===== config.mk =====
export PLATFORM = sky130hd
export DESIGN_NAME = ssd_bcd_driver
export DESIGN_NICKNAME = d
export VERILOG_FILES = /design/src/rtl/ssd_bcd_driver.sv
export SDC_FILE = /design/constraint.sdc
export NUM_CORES = 1
export LEC_CHECK = 0
export BUFFER_PORTS_ARGS = -buffer_cell sky130_fd_sc_hd__buf_2
export CAP_MARGIN = 40
export CORE_ASPECT_RATIO = 1.4
export CORE_MARGIN = 5
export CORE_UTILIZATION = 45
export CTS_CLUSTER_DIAMETER = 200
export CTS_CLUSTER_SIZE = 12
export DETAILED_ROUTE_END_ITERATION = 10
export MAX_ROUTING_LAYER = met4
export SYNTH_ARGS = -nofsm -noshare
export SYNTH_HDL_FRONTEND = slang
export SYNTH_SLANG_ARGS = --single-unit

===== constraint.sdc =====
create_clock -name clk -period 1.9 [get_ports clk]
set_input_delay 0 -clock clk [delete_from_list [all_inputs] [get_ports clk]]
set_output_delay 0 -clock clk [all_outputs]
set_load 0.02 [all_outputs]

===== src/rtl/ssd_bcd_driver.sv =====
// ssd_bcd_driver
// Converts a 13-bit binary debug value to four BCD digits with a sequential
// double-dabble engine, then scans the digits onto a 4-digit common-anode
// seven-segment display (active-low anodes and segments).
module ssd_bcd_driver #(
    parameter int N            = 13,
    parameter int REFRESH_BITS = 20,
    parameter int BLANK_LZ     = 0
) (
    input  logic                 clk,
    input  logic                 rst,
    input  logic [N-1:0]         num_i,
    output logic [3:0]           anode_o,
    output logic [6:0]           seg_o,
    output logic                 done_o
);

    typedef enum logic [1:0] {
        S_IDLE  = 2'd0,
        S_SHIFT = 2'd1,
        S_DONE  = 2'd2
    } state_t;

    state_t                  r_state;
    logic [3:0]              r_iter;
    logic [N-1:0]            r_bin;
    logic [15:0]             r_bcd;
    logic [15:0]             r_disp;
    logic [REFRESH_BITS-1:0] r_scan;
    logic                    r_done;
    logic [3:0]              r_anode;
    logic [6:0]              r_seg;

    logic [15:0]             w_bcd_adj;
    logic [1:0]              w_sel;
    logic [3:0]              w_digit;
    logic [3:0]              w_lead_zero;
    logic                    w_blank;
    logic [6:0]              w_seg_next;
    logic                    w_disp_ok;

    // Double-dabble correction: a nibble of 5 or more would overflow past 9
    // after the shift, so pre-bias it by 3.
    function automatic logic [3:0] dabble(input logic [3:0] nib);
        return (nib >= 4'd5) ? (nib + 4'd3) : nib;
    endfunction

    // Active-low {g,f,e,d,c,b,a}; anything above 9 renders blank.
    function automatic logic [6:0] seg_pattern(input logic [3:0] digit);
        logic [6:0] pat;
        case (digit)
            4'd0:    pat = 7'b1000000;
            4'd1:    pat = 7'b1111001;
            4'd2:    pat = 7'b0100100;
            4'd3:    pat = 7'b0110000;
            4'd4:    pat = 7'b0011001;
            4'd5:    pat = 7'b0010010;
            4'd6:    pat = 7'b0000010;
            4'd7:    pat = 7'b1111000;
            4'd8:    pat = 7'b0000000;
            4'd9:    pat = 7'b0010000;
            default: pat = 7'b1111111;
        endcase
        return pat;
    endfunction

    // Per-nibble add-3 correction applied before each shift
    always_comb begin
        w_bcd_adj = '0;
        for (int i = 0; i < 4; i++) begin
            w_bcd_adj[4*i +: 4] = dabble(r_bcd[4*i +: 4]);
        end
    end

    // Conversion control: IDLE (capture) -> SHIFT x N -> DONE (load display)
    always_ff @(posedge clk) begin
        if (rst) begin
            r_state <= S_IDLE;
            r_iter  <= '0;
            r_disp  <= '0;
            r_done  <= 1'b0;
        end else begin
            r_done <= 1'b0;
            case (r_state)
                S_IDLE: begin
                    r_iter  <= '0;
                    r_state <= S_SHIFT;
                end
                S_SHIFT: begin
                    if (r_iter == 4'(N-1)) begin
                        r_state <= S_DONE;
                    end else begin
                        r_iter <= r_iter + 4'd1;
                    end
                end
                S_DONE: begin
                    r_disp  <= r_bcd;
                    r_done  <= 1'b1;
                    r_state <= S_IDLE;
                end
                default: r_state <= S_IDLE;
            endcase
        end
    end

    // Conversion datapath: capture/clear in IDLE, adjust-then-shift in SHIFT
    always_ff @(posedge clk) begin
        if (r_state == S_IDLE) begin
            r_bin <= num_i;
            r_bcd <= '0;
        end else if (r_state == S_SHIFT) begin
            {r_bcd, r_bin} <= {w_bcd_adj, r_bin} << 1;
        end
    end

    // Free-running scan counter; its top two bits pick the active digit
    always_ff @(posedge clk) begin
        if (rst) begin
            r_scan <= '0;
        end else begin
            r_scan <= r_scan + {{(REFRESH_BITS-1){1'b0}}, 1'b1};
        end
    end

    // Digit selection and leading-zero blanking for the current scan slot
    always_comb begin
        w_sel          = r_scan[REFRESH_BITS-1 -: 2];
        w_digit        = r_disp[{w_sel, 2'b00} +: 4];
        w_lead_zero[3] = (r_disp[15:12] == 4'd0);
        w_lead_zero[2] = w_lead_zero[3] && (r_disp[11:8] == 4'd0);
        w_lead_zero[1] = w_lead_zero[2] && (r_disp[7:4] == 4'd0);
        w_lead_zero[0] = 1'b0;
        w_blank        = (BLANK_LZ != 0) ? w_lead_zero[w_sel] : 1'b0;
        w_seg_next     = w_blank ? 7'b1111111 : seg_pattern(w_digit);
    end

    // Registered display outputs, one cycle behind the scan counter
    always_ff @(posedge clk) begin
        if (rst) begin
            r_anode <= 4'b1111;
            r_seg   <= 7'b1111111;
        end else begin
            r_anode <= ~(4'b0001 << w_sel);
            r_seg   <= w_seg_next;
        end
    end

    // Every nibble held for display must be a decimal digit
    always_comb begin
        w_disp_ok = (r_disp[3:0]   <= 4'd9) && (r_disp[7:4]   <= 4'd9) &&
                    (r_disp[11:8]  <= 4'd9) && (r_disp[15:12] <= 4'd9);
    end

    a_disp_bcd: assert property (@(posedge clk) disable iff (rst) w_disp_ok);

    assign anode_o = r_anode;
    assign seg_o   = r_seg;
    assign done_o  = r_done;

endmodule


==> out/metrics.csv <==
metric;value;unit
gp weighted congestion;0.776;
Vias/cell;5.06;
worst hold path stage count;2;
HP Class;in -> reg;
Post-Syn Area;0.00361;mm^2
WHS Endpoint;r_scan[12];
post-route insts no fill;536;
# DRC;0;
Crit Reg-Reg Endpoint;seg_o[4];
GR Util met3;4.77;%
Rows;38;
filler cell count in the final layout;710;
number of global-route vias before repair;2704;
top_reg_cell synth;dfxtp_1;
Max-Cap Viols;0;
Worst R2R Path Depth;7;
Die Width;85.7;um
routed via count;2710;
Worst Tran Pin Value;0.627;ns
Slowest cell on crit path;mux4_2;
# H-tree levels;3;
RSZ-0062 raised after global routing;false;
Seq cells post-synth;83;
Total Neg Setup Slack;0;ns
setup ws final;0.146;ns
Tmin final;1.75;ns
Yosys cell types;41;
clk sinks;83;
WL/cell;12.7;um
VDD IR-drop max;0.611;mV
global-route wire length before repair;11900;um
CP startpoint kind;flip-flop;
Post-synth EDFFs;13;
GRT Overall Usage;15.6;%
DR iter-0 viols;133;
buffer levels on the longest clock path;2;
clock insertion delay at the later pin of the skew report;0.35;ns
Synth top cells by count;dfxtp_1, nand2_1, a21oi_1;
post-layout net count;462;
layout cells sized above 1;19.7;%
Max FO, Critical Path;5;
CTS tree;yes;
CP peak stage delay;0.58;ns
HP Start;rst;
Slew Viols, Final;0;
clk slew on worst S/H paths;0.08;ns
Worst Path Required;2.15;ns
initial core utilization;46.3;%
flop2flop setup slack;0.15;ns
worst hold slack;0.144;ns
outcome;completed;
GRT overflow;0;
total number of yosys warnings;0;
Fmax;570;MHz
Mapped Cells;376;
Reg-to-Reg Start;r_scan[18];
n_diodes;0;
Post-DP HPWL;4840;um
Global Route met2 Usage;26.8;%
Rel. slew slack;58.2;%
largest area contributor in the netlist;dfxtp_1;
skew final;0.00584;ns
Place WS;0.0185;ns
area of the core;0.00780;mm^2
Num CTS Buffers;9;
initial antenna violation count;0;
WS Path Type;reg -> reg;
mean post-synth cell area;9.60;um^2
postcts setup bufs;0;
CP cell instances;mux4_2, inv_2, ha_1, inv_1, a21oi_1, o21ai_0, a21o_1;
Hold Violations, Final;0;
I/O pins;27;
largest net degree at the start of global routing;35;
FFs w/ async S/R, synth;0;%
Placed Cells;507;
Layout area overhead;18.5;%
Setup violations, final;0;
root buffer cell;clkbuf_8;
sequential fraction of the synthesis area;49.6;%
Mapped Nets;407;
CP endpoint kind;flip-flop;
area share of the largest cell type after synthesis;38.8;%
met1 Use GR;16.9;%
most frequent cell after synthesis;dfxtp_1;
die area;0.00994;mm^2
Port Buf Inserts;26;
First-pass DRT Iterations;4;
Die Height;116;um
final period utilization;92.3;%
ANT nets after route;0;
Lkg Pwr;1.58;nW
final WL;6810;um
ranking of synthesized cells by area;dfxtp_1, edfxtp_1, nand2_1, ha_1, mux2_2;
PwrDens;753;mW/mm^2
Worst EP arrival;2.01;ns
Top Usage Layer GRT;met2;
[logic make-up after synthesis]
| kind of cell | Yosys count | synth area share (%) |
|---|---|---|
| compound gates | 72 | 11.2 |
| mux | 22 | 8.04 |
| buf+inv | 33 | 3.53 |
| simple gates | 130 | 17.2 |
| xor+xnor | 20 | 4.85 |
| flops | 83 | 49.6 |
| fa+ha+maj | 16 | 5.54 |
[registers in the layout, summed over array words and instances, names as in the netlist]
name     flops
anode_o      4
done_o       1
r_bcd       16
r_bin       13
r_disp      16
r_iter       4
r_scan      20
r_state      2
seg_o        7
[worst max path at each step]
stage | to | from | depth (start not counted) | slack (ns)
2_1_floorplan | seg_o[4] | r_scan[18] | 8 | 0.07
4_1_cts | seg_o[4] | r_scan[18] | 7 | 0.09
6_report | seg_o[4] | r_scan[18] | 7 | 0.15
3_3_place_gp | seg_o[4] | r_scan[18] | 7 | 0.07
5_1_grt | seg_o[4] | r_scan[18] | 7 | 0.01
3_5_place_dp | seg_o[4] | r_scan[18] | 7 | 0.02
[critical path, delay by kind of cell, from the launching register on]
kind	cells	cell delay [ns]
AOI/OAI and AO/OA	3	0.39
adders and majority gates	1	0.17
buffers and inverters	2	0.13
DFF	1	0.39
muxes	1	0.58
[metrics by stage]
stage	util (%)	total power (W)	instance area, um^2
4_1_cts	54.9	0.00326	4280
3_5_place_dp	50.8	0.00207	3960
3_3_place_gp	50.7	0.00206	3960
6_report	54.9	0.00322	4280
5_1_grt	54.9	0.00338	4280
2_1_floorplan	-	0.00201	3610
[power breakdown]
group	internal, W	switching, W
Clock	0.000579	0.000600
Combinational	0.0000944	0.0000853
Sequential	0.00184	0.0000290
Total	0.00251	0.000714
[cells in the final DEF (no fill, tap or decap), types with 3 or more instances in the layout]
master	instances
o22ai_1	4
mux4_2	4
xnor2_1	13
inv_1	14
mux2_2	16
ha_1	16
o32ai_1	3
o21ai_0	24
buf_4	22
nand2b_1	7
or4_1	3
a21oi_1	31
or3_1	6
nor4_1	4
nor3b_1	5
edfxtp_1	13
nor2_1	24
dfxtp_1	69
nand4_1	3
clkbuf_8	12
nand2_1	58
nor3_1	5
xor2_1	7
buf_2	26
o31ai_1	3
dlygate4sd3_1	13
nand3_1	4
and3_1	4
[final cells by class]
type                       count  area, um^2  share of cell area, %
tap                          100         125                   2.92
clock inverter                 2        10.0                  0.234
inverter                      16        60.1                   1.40
multi-input combinational    260        1690                   39.5
timing repair buffer          61         425                   9.94
sequential                    83        1800                   41.9
clock buffer                  14         173                   4.03
[what timing repair did]
action,CTS,global route
hold buffers,13,0
gates resized for setup,1,2
endpoints found under the setup margin,1,1
hold endpoints to repair,13,0
[layer usage]
metal	wire, um	vias to the layer above
li1	-	1409
met1	2930	1258
met2	3490	35
met3	272	8
met4	118	0
met5	0	-
(Power assumes the default switching activity.)
